`src/rtl/vector_clk_pkg.sv`:
```
// rtl/vector_clk_pkg.sv - Shared speed encodings and phase decode constants for the Vector-06C enable generator
package vector_clk_pkg;

  typedef enum logic [1:0] {
    SPD_3M  = 2'd0,
    SPD_6M  = 2'd1,
    SPD_1M5 = 2'd2
  } speed_t;

  localparam logic [3:0] WIN_END  = 4'b1111;
  localparam logic [3:0] TMR_PH   = 4'b0110;
  localparam logic [1:0] PH6_F1   = 2'b10;
  localparam logic [1:0] PH6_F2   = 2'b11;
  localparam logic [2:0] PH3_F1   = 3'b110;
  localparam logic [2:0] PH3_F2   = 3'b111;
  localparam logic [3:0] PH1M5_F1 = 4'b0110;
  localparam logic [3:0] PH1M5_F2 = 4'b0111;

  // Encoding 3 is unused and folds onto the 3 MHz rate.
  function automatic speed_t norm_speed(input logic [1:0] s);
    speed_t r;
    r = SPD_3M;
    case (s)
      2'd1:    r = SPD_6M;
      2'd2:    r = SPD_1M5;
      default: r = SPD_3M;
    endcase
    return r;
  endfunction

  function automatic logic cpu_hit(input speed_t s, input logic [3:0] c, input logic f2);
    logic r;
    r = 1'b0;
    case (s)
      SPD_6M:  r = (c[1:0] == (f2 ? PH6_F2 : PH6_F1));
      SPD_1M5: r = (c == (f2 ? PH1M5_F2 : PH1M5_F1));
      default: r = (c[2:0] == (f2 ? PH3_F2 : PH3_F1));
    endcase
    return r;
  endfunction

endpackage

```
`src/rtl/vector_cegen_if.sv`:
```
// rtl/vector_cegen_if.sv - Control inputs and enable outputs of the clock-enable generator
interface vector_cegen_if #(
  parameter int CTR_W = 6
);
  logic [1:0]       cpu_speed;
  logic             hold_req;
  logic             hold_ack;
  logic             ready;
  logic             ce12;
  logic             ce6;
  logic             ce6x;
  logic             video_slice;
  logic             pipe_ab;
  logic             ce_cpu;
  logic             ce_cpu_f2;
  logic             ce1m5;
  logic [CTR_W-1:0] phase;

  modport master (
    input  cpu_speed, hold_req,
    output hold_ack, ready, ce12, ce6, ce6x, video_slice, pipe_ab,
           ce_cpu, ce_cpu_f2, ce1m5, phase
  );

  modport slave (
    output cpu_speed, hold_req,
    input  hold_ack, ready, ce12, ce6, ce6x, video_slice, pipe_ab,
           ce_cpu, ce_cpu_f2, ce1m5, phase
  );
endinterface

```
`src/rtl/vector_cegen_cpu.sv`:
```
// rtl/vector_cegen_cpu.sv - CPU enable pair with speed/pause latched only at the 16-clock window boundary
module vector_cegen_cpu
  import vector_clk_pkg::*;
#(
  parameter logic [1:0] DEFAULT_SPEED = 2'd0
) (
  input  logic       clk24,
  input  logic       reset_n,
  input  logic       en,
  input  logic [3:0] ctr4,
  input  logic [1:0] cpu_speed,
  input  logic       hold_req,
  output logic       ce_cpu,
  output logic       ce_cpu_f2,
  output logic       hold_ack
);
  speed_t spd_q;
  logic   paused;

  // The decode at the boundary still uses the old speed/pause, so a pair is never split.
  always_ff @(posedge clk24 or negedge reset_n) begin
    if (!reset_n) begin
      spd_q     <= norm_speed(DEFAULT_SPEED);
      paused    <= 1'b0;
      ce_cpu    <= 1'b0;
      ce_cpu_f2 <= 1'b0;
    end else if (en) begin
      ce_cpu    <= ~paused & cpu_hit(spd_q, ctr4, 1'b0);
      ce_cpu_f2 <= ~paused & cpu_hit(spd_q, ctr4, 1'b1);
      if (ctr4 == WIN_END) begin
        spd_q  <= norm_speed(cpu_speed);
        paused <= hold_req;
      end
    end
  end

  assign hold_ack = paused;

endmodule

```
`src/rtl/vector_cegen.sv`:
```
// rtl/vector_cegen.sv - Vector-06C clock-enable generator: start-up delay, phase counter, registered enables
module vector_cegen
  import vector_clk_pkg::*;
#(
  parameter int         CTR_W         = 6,
  parameter int         INIT_CYCLES   = 3,
  parameter logic [1:0] DEFAULT_SPEED = 2'd0
) (
  input  logic           clk24,
  input  logic           reset_n,
  vector_cegen_if.master cg
);
  localparam logic [4:0] INIT_END = 5'(INIT_CYCLES);

  logic [4:0]       init_cnt;
  logic             ready;
  logic [CTR_W-1:0] ctr;
  logic             ce12_q, ce6_q, ce6x_q, slice_q, pipe_q, ce1m5_q;
  logic             ce_cpu, ce_cpu_f2, hold_ack;

  assign ready = (init_cnt == INIT_END);

  always_ff @(posedge clk24 or negedge reset_n) begin
    if (!reset_n)    init_cnt <= '0;
    else if (!ready) init_cnt <= init_cnt + 5'd1;
  end

  always_ff @(posedge clk24 or negedge reset_n) begin
    if (!reset_n)   ctr <= '0;
    else if (ready) ctr <= ctr + 1'b1;
  end

  // Enables trail the counter by one clock so every output is a clean flop.
  always_ff @(posedge clk24 or negedge reset_n) begin
    if (!reset_n) begin
      ce12_q  <= 1'b0;
      ce6_q   <= 1'b0;
      ce6x_q  <= 1'b0;
      slice_q <= 1'b0;
      pipe_q  <= 1'b0;
      ce1m5_q <= 1'b0;
    end else if (ready) begin
      ce12_q  <= ctr[0];
      ce6_q   <= ctr[1] & ctr[0];
      ce6x_q  <= ctr[1] & ~ctr[0];
      slice_q <= ~ctr[2];
      pipe_q  <= ctr[CTR_W-1];
      ce1m5_q <= (ctr[3:0] == TMR_PH);
    end
  end

  vector_cegen_cpu #(
    .DEFAULT_SPEED(DEFAULT_SPEED)
  ) u_cpu (
    .clk24    (clk24),
    .reset_n  (reset_n),
    .en       (ready),
    .ctr4     (ctr[3:0]),
    .cpu_speed(cg.cpu_speed),
    .hold_req (cg.hold_req),
    .ce_cpu   (ce_cpu),
    .ce_cpu_f2(ce_cpu_f2),
    .hold_ack (hold_ack)
  );

  assign cg.ready       = ready;
  assign cg.ce12        = ce12_q;
  assign cg.ce6         = ce6_q;
  assign cg.ce6x        = ce6x_q;
  assign cg.video_slice = slice_q;
  assign cg.pipe_ab     = pipe_q;
  assign cg.ce1m5       = ce1m5_q;
  assign cg.ce_cpu      = ce_cpu;
  assign cg.ce_cpu_f2   = ce_cpu_f2;
  assign cg.hold_ack    = hold_ack;
  assign cg.phase       = ctr;

endmodule
```
`src/flat_wrapper.sv`:
```
// flat-port wrapper written by rule: the top's interface ports become plain ports
module vector_cegen_flat import vector_clk_pkg::*;
#(
  parameter int         CTR_W         = 6,
  parameter int         INIT_CYCLES   = 3,
  parameter logic [1:0] DEFAULT_SPEED = 2'd0
)
  (clk24, reset_n, cg_cpu_speed, cg_hold_req, cg_hold_ack, cg_ready, cg_ce12, cg_ce6, cg_ce6x, cg_video_slice, cg_pipe_ab, cg_ce_cpu, cg_ce_cpu_f2, cg_ce1m5, cg_phase);
  vector_cegen_if #(.CTR_W(CTR_W)) cg_i ();
  input  logic clk24;
  input  logic reset_n;
  input wire logic [$bits(cg_i.cpu_speed)-1:0] cg_cpu_speed;
  input wire logic [$bits(cg_i.hold_req)-1:0] cg_hold_req;
  output wire logic [$bits(cg_i.hold_ack)-1:0] cg_hold_ack;
  output wire logic [$bits(cg_i.ready)-1:0] cg_ready;
  output wire logic [$bits(cg_i.ce12)-1:0] cg_ce12;
  output wire logic [$bits(cg_i.ce6)-1:0] cg_ce6;
  output wire logic [$bits(cg_i.ce6x)-1:0] cg_ce6x;
  output wire logic [$bits(cg_i.video_slice)-1:0] cg_video_slice;
  output wire logic [$bits(cg_i.pipe_ab)-1:0] cg_pipe_ab;
  output wire logic [$bits(cg_i.ce_cpu)-1:0] cg_ce_cpu;
  output wire logic [$bits(cg_i.ce_cpu_f2)-1:0] cg_ce_cpu_f2;
  output wire logic [$bits(cg_i.ce1m5)-1:0] cg_ce1m5;
  output wire logic [$bits(cg_i.phase)-1:0] cg_phase;
  assign cg_i.cpu_speed = cg_cpu_speed;
  assign cg_i.hold_req = cg_hold_req;
  assign cg_hold_ack = cg_i.hold_ack;
  assign cg_ready = cg_i.ready;
  assign cg_ce12 = cg_i.ce12;
  assign cg_ce6 = cg_i.ce6;
  assign cg_ce6x = cg_i.ce6x;
  assign cg_video_slice = cg_i.video_slice;
  assign cg_pipe_ab = cg_i.pipe_ab;
  assign cg_ce_cpu = cg_i.ce_cpu;
  assign cg_ce_cpu_f2 = cg_i.ce_cpu_f2;
  assign cg_ce1m5 = cg_i.ce1m5;
  assign cg_phase = cg_i.phase;
  vector_cegen #(.CTR_W(CTR_W), .INIT_CYCLES(INIT_CYCLES), .DEFAULT_SPEED(DEFAULT_SPEED)) u_core (.clk24(clk24), .reset_n(reset_n), .cg(cg_i));
endmodule
```
`config.mk`:
```
export PLATFORM = sky130hd
export DESIGN_NAME = vector_cegen_flat
export DESIGN_NICKNAME = d
export VERILOG_FILES = /design/src/rtl/vector_clk_pkg.sv /design/src/rtl/vector_cegen_if.sv /design/src/rtl/vector_cegen_cpu.sv /design/src/rtl/vector_cegen.sv /design/src/flat_wrapper.sv
export SDC_FILE = /design/constraint.sdc
export NUM_CORES = 1
export LEC_CHECK = 0
export ABC_AREA = 1
export CORE_UTILIZATION = 30
export CTS_BUF_LIST = sky130_fd_sc_hd__clkbuf_16
export DETAILED_ROUTE_END_ITERATION = 6
export SLEW_MARGIN = 10
export SYNTH_ARGS = -nofsm -noshare
export SYNTH_HDL_FRONTEND = slang
export SYNTH_SLANG_ARGS = --single-unit
export TNS_END_PERCENT = 1
```
`constraint.sdc`:
```
create_clock -name clk24 -period 1.4 [get_ports clk24]
set_input_delay 0.14 -clock clk24 [delete_from_list [all_inputs] [get_ports clk24]]
set_output_delay 0.14 -clock clk24 [all_outputs]
set_load 0.01 [all_outputs]
```
; Yosys cells after proc, flatten, opt, wreduce, memory -nomap -nowiden
; Index checks and enable logic that the tools add are counted.
[word_totals]
mem_bits_ro = 0
latchBits = 0
elab_cells = 39
ramBits = 0
out_inout_bits = 16
reg_bits = 22
memories = 0
[classes]
mux = 5
magnitude_cmp = 0
n_eq_ne = 12
multipliers = 0
bitwise_logic = 7
n_div = 0
shift = 0
n_reduce_logical = 1
add_sub_neg = 2
[op_table]
columns = cell, count
row1 = equality test 2 bit (second input constant), 4
row2 = equality test 4 x 3 -> 1 bit (second input constant), 2
row3 = adder 6 x 1 -> 6 bit (second input constant), 1
row4 = equality test 3 bit (second input constant), 2
row5 = adder 5 x 1 -> 5 bit (second input constant), 1
row6 = equality test 5 x 2 -> 1 bit (second input constant), 1
row7 = AND 1 bit, 4
row8 = equality test 2 x 1 -> 1 bit (second input constant), 2
row9 = equality test 4 bit (second input constant), 1
row10 = case mux 1 bit (2 select lines), 2
row11 = case mux 2 bit (2 select lines), 1
row12 = inverter 1 bit, 3
row13 = two-way mux 1 bit, 2
row14 = AND reduction 2 bit, 1

; Depth between registers and ports, before layout
; Gate-level depths: netlist of run 1.
[logic_depth]
word_depth = 4
depth_mapped = 8
depth_no_buf = 8

; Cells and area by module
; From an unflattened synthesis of run 1, not the netlist that was laid out.
[hier_totals]
hier_cells = 119
hier_area_um2 = 1058.5
[modules_own_cells]
columns = mod, cells_per_inst, area_each_um2, n_inst
row1 = vector_cegen, 80, 785.8, 1
row2 = vector_cegen_cpu, 39, 272.8, 1

; Worst setup path before layout of run 1
; OpenSTA, ideal clock, no wires.
[synth_timing]
path_type = flip-flop to flip-flop
from = register u_core.init_cnt[0]
to = register u_core.u_cpu.paused (netlist: u_core.u_cpu.hold_ack)
path_buffers = 1
required_time_ns = 1.280
path_stages_with_launch = 8
synth_period_minus_slack_ns = 1.219
setup_ns = 0.120
setup_slack_ns = 0.181
t_arrival_ns = 1.099
cell_sequence = dfrtp_1 -> ha_1 -> inv_1 -> nor2_2 -> nand2_2 -> buf_4 -> o21ai_1 -> nand2_1
[synth_via]
elab_chain_cells = 2
[synth_lines]
columns = item, line
row1 = "start, declared", vector_cegen.sv:15  ; logic [4:0] init_cnt;
row2 = "start signal, assigned", vector_cegen.sv:25  ; else if (!ready) init_cnt <= init_cnt + 5'd1;
row3 = equality test 5 x 2 -> 1 bit, vector_cegen.sv:21  ; assign ready = (init_cnt == INIT_END);
row4 = AND reduction 2 bit (no line), -
row5 = "end signal, assigned", vector_cegen_cpu.sv:32  ; paused <= hold_req;
row6 = "end, declared", vector_cegen_cpu.sv:18  ; logic paused;
; Every way passes these cells.
; A chain may end at the register's enable or synchronous reset.

; Worst setup path in the final report of run 1
[layout_timing]
from = register u_core.ctr[5] (netlist: u_core.cg.phase[5])
to = output cg_phase[5]
[layout_rtl]
columns = item, line
row1 = "start, declared", vector_cegen.sv:17  ; logic [CTR_W-1:0] ctr;
row2 = "start signal, assigned", vector_cegen.sv:30  ; else if (ready) ctr <= ctr + 1'b1;
row3 = "end, declared", flat_wrapper.sv:24  ; output wire logic [$bits(cg_i.phase)-1:0] cg_phase;
; No word-level cell between the ends.

==> impl_metrics.ini, run 1 <==
[run_status]
run_status = completed

[power]
switching_power_w = 0.0002480
max-vdd-ir-drop_uv = 706.6
cellPowerDensity_nw_per_um2 = 895.1
p_clk_share_pct = 45.9
pwr-share-comb_pct = 4.2
finalPower_w = 0.001297
internal-power_w = 0.001049
leakagePower_nw = 0.6813
p_seq_share_pct = 49.9
switching_share_pct = 19.12

[yosys]
synth_cell_types = 17
yosysWarnings = 0
synth_seq_area_share_pct = 54.59
synth_area_um2 = 1008
synth_area_leader_cell = dfrtp_1
yosysTopAreaCellShare_pct = 54.59
synth_seq_cells = 22
syn_inst = 111
syn_avg_cell_area_um2 = 9.085
synthTopCellsByArea = dfrtp_1 (55%), nand2_1 (15%), ha_1 (6.2%)
syn_nets = 121

[cts]
htree_levels = 1
insertion_delay_ns = 0.25
cts-root-buf = clkbuf_16
clk_path_buf_depth = 2
cts_buffers = 3
cts.clk_slew.worst_paths_ns = 0.06
cts_sinks = 22
cts_tree = done
cts_hold_buffers = 0

[placed_design]
place_inst = 180
hpwl_um = 1467
gp_congestion = 0.7626
postPlaceCellArea_um2 = 1304
pre_cts_ws_ns = -0.08467
port_buffers = 20

[worst_setup_path]
r2r_cells = 7
crit_cells = 1
cp.arrival_ns = 1.21
cp.required_ns = 1.26
reg2reg_slack_ns = 0.05
cp_slowest_cell = clkdlybuf4s50_1
critPathMaxFanout = 4
r2r_start = u_core.init_cnt[1]$_DFFE_PN0N_
worstSetupEndpoint = cg_phase[5]
crit_path_max_incr_delay_ns = 0.55
cp_num_buf_inv = 1
timing.rr.end = u_core.cg.phase[4]$_DFFE_PN0P_
endpoint_kind = output port
cp-start-kind = register
critPathLaunch = u_core.cg.phase[5]$_DFFE_PN0P_
cp_cell_sequence = clkdlybuf4s50_1
critPathKind = register to output port
crit_family = buffers and inverters

[routing]
post-route-drc-count = 0
detail-route-antenna-nets = 0
drt_iter0_drc = 25
routed_wirelength_um = 2094
viasPerCell = 4.328
vias = 818
post_drt_wl_per_cell_um = 11.08
first_pass_iters = 4

[timing]
tightestPinTransition_ns = 0.2739
rsz0062_at_grt = false
worst_slack_ns = 0.05218
slew_violations = 0
fin_crit_sh_pct = 96.27
finalHoldViolCount = 0
fmax_ghz = 0.7419
clock_skew_ns = 0.005122
slew_headroom_pct = 81.74
setup_viol = 0
post-route-min-period_ns = 1.348

[floorplanning]
start_util_pct = 32.24
die_w_um = 59.98
core_area_um2 = 3128
rows = 20
ios = 21
die_y_um = 59.98
dieArea_um2 = 3598

[global_route]
grt.overflow.total = 0
antenna_found_initial = 0
grt_max_degree = 24
grt_pass1_vias = 796
grt_pass1_wl_um = 3615
grt_use_total_pct = 13.61

[layout]
final_nets = 156
drive_gt1_share_pct = 17.93
area_growth_pct = 43.67
final_core_util_pct = 46.32
design_area_um2 = 1449
antennaDiodeCount = 0
stdcell_count = 189
nFillCells = 305
largest_reg_flops = 6

[job]
maxCapViolations = 0

[hold_path]
hp-class = input pin to asynchronous set/reset pin
worst register-to-register path, stage by stage, from the launching register on:
cell	delay [ns]
dfrtp_1	0.36
ha_2	0.19
inv_2	0.05
nor2_4	0.08
nand2_2	0.07
buf_12	0.16
nor2_4	0.20
xor2_1	0.16
what timing repair did:
action | in CTS | in global routing
resized for setup | 10 | 7
buffers inserted | 1 | 4
pin swaps | 0 | 2
setup endpoints to repair | 8 | 10
cell families (layout without fill, tap and decap cells):
| family | count (synthesis) | in the layout | share of synthesized area, % |
|---|---|---|---|
| xor+xnor | 7 | 7 | 6.080 |
| flops | 22 | 22 | 54.59 |
| simple gates | 55 | 55 | 22.95 |
| compound gates | 12 | 12 | 5.955 |
| buf+inv | 10 | 44 | 4.218 |
| fa+ha+maj | 5 | 5 | 6.203 |
routing by layer:
metal / vias up / track usage, % / part of all wire (%)
met5: - / 0 / 0
met2: 19 / 24.13 / 51
met1: 386 / 16.49 / 45
li1: 413 / - / -
met4: 0 / 1.993 / 0
met3: 0 / 4.113 / 3.7
through the flow:
stage / setup TNS, ns / hold WS [ns]
detailed placement: -0.1114 / 0.4774
global route: 0 / 0.2664
global placement: -0.02983 / 0.4700
floorplan: 0 / -0.1556
CTS: 0 / 0.2504
finish: 0 / 0.2403
worst min path at each step:
stage / slack, ns / end / startpoint / cells after the start
final: 0.24 / u_core.cg.phase[5]$_DFFE_PN0P_ / reset_n / 2
after global routing: 0.27 / u_core.cg.video_slice$_DFFE_PN0P_ / reset_n / 2
after CTS: 0.25 / u_core.cg.video_slice$_DFFE_PN0P_ / reset_n / 2
after detailed placement: 0.48 / u_core.cg.ce6x$_DFFE_PN0P_ / u_core.cg.ce6x$_DFFE_PN0P_ / 2
after global placement: 0.47 / u_core.cg.video_slice$_DFFE_PN0P_ / u_core.cg.video_slice$_DFFE_PN0P_ / 2
after floorplan: -0.16 / u_core.cg.ce12$_DFFE_PN0P_ / reset_n / 0
placed cells by master, fill, tap and decap left out, drive strengths merged:
| master | n |
|---|---|
| dlygate4sd2 | 1 |
| xor2 | 5 |
| nand3 | 6 |
| clkbuf | 3 |
| ha | 5 |
| buf | 13 |
| dfrtp | 22 |
| inv | 8 |
| xnor2 | 2 |
| o21ai | 10 |
| clkdlybuf4s50 | 16 |
| a21oi | 2 |
| dlymetal6s2s | 2 |
| nand2 | 40 |
| clkinv | 1 |
| nor2 | 9 |
final cells by class:
type	count	area [um^2]	area share (%)
Clock buffer	3	75.07	5.181
Clock inverter	1	3.754	0.2591
Inverter	8	30.03	2.073
Multi-Input combinational cell	79	430.4	29.71
Sequential cell	22	553.0	38.17
Tap cell	44	55.05	3.800
Timing Repair Buffer	32	301.5	20.81
power groups by stage:
stage          Clock (W)  Combinational (W)  Sequential [W]
2_1_floorplan          0          0.0000167        0.000659
5_1_grt         0.000635          0.0000634        0.000647
3_3_place_gp           0          0.0000542        0.000658
4_1_cts         0.000611          0.0000556        0.000646
6_report        0.000596          0.0000548        0.000647
3_5_place_dp           0          0.0000553        0.000658
synth_stat cells:
library cell	count
nand2_2	1
o21ai_0	1
nor2_4	1
dfrtp_1	22
o21ai_1	9
nand3_1	5
buf_4	1
nor2_2	1
xor2_1	5
nor2_1	7
nand2_1	39
nand3_2	1
xnor2_1	2
buf_2	1
inv_1	8
a21oi_1	2
ha_1	5
No activity file was read; power rests on OpenSTA's default activity.
==> run 2, diff against run 1 <==
ABC_CLOCK_PERIOD_IN_PS = 1400   (was default)
==> results of run 2 <==
No change in the layout: final DEF, timing and power equal those of run 1.
==> run 3, diff against run 2 <==
CORE_MARGIN = 3   (was default)
PLACE_DENSITY = 0.59   (was default)
SETUP_SLACK_MARGIN = 0.2   (was default)
==> run 3 against run 2 <==
  * Worst hold slack got worse by 0.011 ns
  * Clock power increased by 0.8%
  * First-iteration DRC count decreased by 72%
  * Critical endpoint is now cg_phase[0]
  * Largest cell class unchanged
==> impl_metrics.ini, run 3 (synthesized netlist as in run 1, its figures left out) <==
[run_status]
run_status = completed

[cts]
cts_sinks = 22
htree_levels = 1
insertion_delay_ns = 0.26
cts_hold_buffers = 0
cts_buffers = 3
cts_tree = done
clk_path_buf_depth = 2
cts.clk_slew.worst_paths_ns = 0.06
cts-root-buf = clkbuf_16

[timing]
worst_slack_ns = 0.04655
slew_headroom_pct = 81.52
slew_violations = 0
post-route-min-period_ns = 1.353
tightestPinTransition_ns = 0.2773
finalHoldViolCount = 0
fmax_ghz = 0.7389
setup_viol = 0
fin_crit_sh_pct = 96.67
rsz0062_at_grt = true
clock_skew_ns = 0.004692

[routing]
detail-route-antenna-nets = 0
viasPerCell = 4.321
first_pass_iters = 4
post_drt_wl_per_cell_um = 11.07
drt_iter0_drc = 7
post-route-drc-count = 0
vias = 834
routed_wirelength_um = 2137

[worst_setup_path]
r2r_start = u_core.init_cnt[1]$_DFFE_PN0N_
crit_path_max_incr_delay_ns = 0.56
crit_family = buffers and inverters
cp.arrival_ns = 1.21
critPathKind = register to output port
critPathMaxFanout = 4
reg2reg_slack_ns = 0.09
endpoint_kind = output port
cp_slowest_cell = clkdlybuf4s50_1
cp-start-kind = register
cp_num_buf_inv = 1
timing.rr.end = u_core.u_cpu.spd_q[1]$_DFFE_PN0P_
cp.required_ns = 1.26
cp_cell_sequence = clkdlybuf4s50_1
r2r_cells = 8

[power]
leakagePower_nw = 0.6916
cellPowerDensity_nw_per_um2 = 871.0
finalPower_w = 0.001301
max-vdd-ir-drop_uv = 608.9

[global_route]
grt_max_degree = 24
grt.overflow.total = 0
grt_pass1_vias = 758
antenna_found_initial = 0
grt_pass1_wl_um = 3470
grt_use_total_pct = 11.00

[layout]
final_nets = 160
stdcell_count = 193
area_growth_pct = 48.14
layout_commonest_cell = nand2_1
drive_gt1_share_pct = 20.13
final_cell_mix = nand2_1 (39), dfrtp_1 (20), clkdlybuf4s50_1 (17)
design_area_um2 = 1494
largest_reg_flops = 6
antennaDiodeCount = 0
final_core_util_pct = 47.76

[floorplanning]
die_y_um = 63.98
rows = 20
core_area_um2 = 3128
die_w_um = 63.98
start_util_pct = 32.24
dieArea_um2 = 4093
ios = 21

[placed_design]
hpwl_um = 1480
pre_cts_ws_ns = -0.05584
place_inst = 181
port_buffers = 20
gp_congestion = 0.7112
postPlaceCellArea_um2 = 1311

[job]
maxCapViolations = 0

[hold_path]
hp-class = input pin to asynchronous set/reset pin
[run 3: cell count changes in the layout (fill, tap and decap cells not counted), sizes merged]
cell,previous run,this run
buf,13,16
clkbuf,3,4
clkdlybuf4s50,16,17
dlymetal6s2s,2,1
[run 3: cell type report]
cell class / instances / area (um^2)
multi-input combinational: 79 / 430.4
inverter: 8 / 30.03
fill: 308 / 1634
clock inverter: 1 / 3.754
sequential: 22 / 553.0
clock buffer: 3 / 75.07
timing repair buffer: 36 / 346.6
tap: 44 / 55.05
[run 3: worst max-delay path by stage]
| stage | startpoint | slack [ns] | cells after the start | endpoint |
|---|---|---|---|---|
| 2_1_floorplan | u_core.init_cnt[0]$_DFFE_PN0N_ | 0.19 | 6 | u_core.cg.video_slice$_DFFE_PN0P_ |
| 3_3_place_gp | u_core.init_cnt[0]$_DFFE_PN0N_ | -0.06 | 6 | cg_ready |
| 3_5_place_dp | u_core.init_cnt[0]$_DFFE_PN0N_ | -0.06 | 6 | cg_ready |
| 4_1_cts | u_core.cg.phase[3]$_DFFE_PN0P_ | 0.02 | 1 | cg_phase[3] |
| 5_1_grt | u_core.init_cnt[0]$_DFFE_PN0N_ | -0.02 | 7 | u_core.cg.phase[4]$_DFFE_PN0P_ |
| 6_report | u_core.cg.phase[0]$_DFFE_PN0P_ | 0.05 | 1 | cg_phase[0] |
[run 3: layer usage]
metal,vias to the layer above,share of wire [%],global-route usage (%)
met3,5,4.2,4.042
met1,395,44,12.50
met4,0,1.8,4.043
met5,-,0,0
met2,12,50,18.71
li1,422,-,-
[run 3: metrics by stage]
step / TNS [ns] / hold slack, ns
floorplan: 0 / -0.1556
global placement: -0.05758 / 0.4741
detailed placement: -0.05584 / 0.4771
CTS: 0 / 0.2473
global route: -0.03177 / 0.2813
finish: 0 / 0.2297
[run 3: repair_timing]
item	CTS	global route
pin swaps	1	3
resized for setup	11	6
endpoints found under the setup margin	35	34
gates cloned	0	1
setup buffers	0	7
endpoints found under the hold margin	0	0
[run 3: where the power goes]
part | leakage (nW) | internal (W) | switching, W | total (W)
Clock | 0.0385 | 0.000381 | 0.000220 | 0.000601
Combinational | 0.391 | 0.0000259 | 0.0000279 | 0.0000538
Sequential | 0.262 | 0.000642 | 0.00000373 | 0.000646
Total | 0.692 | 0.00105 | 0.000252 | 0.00130
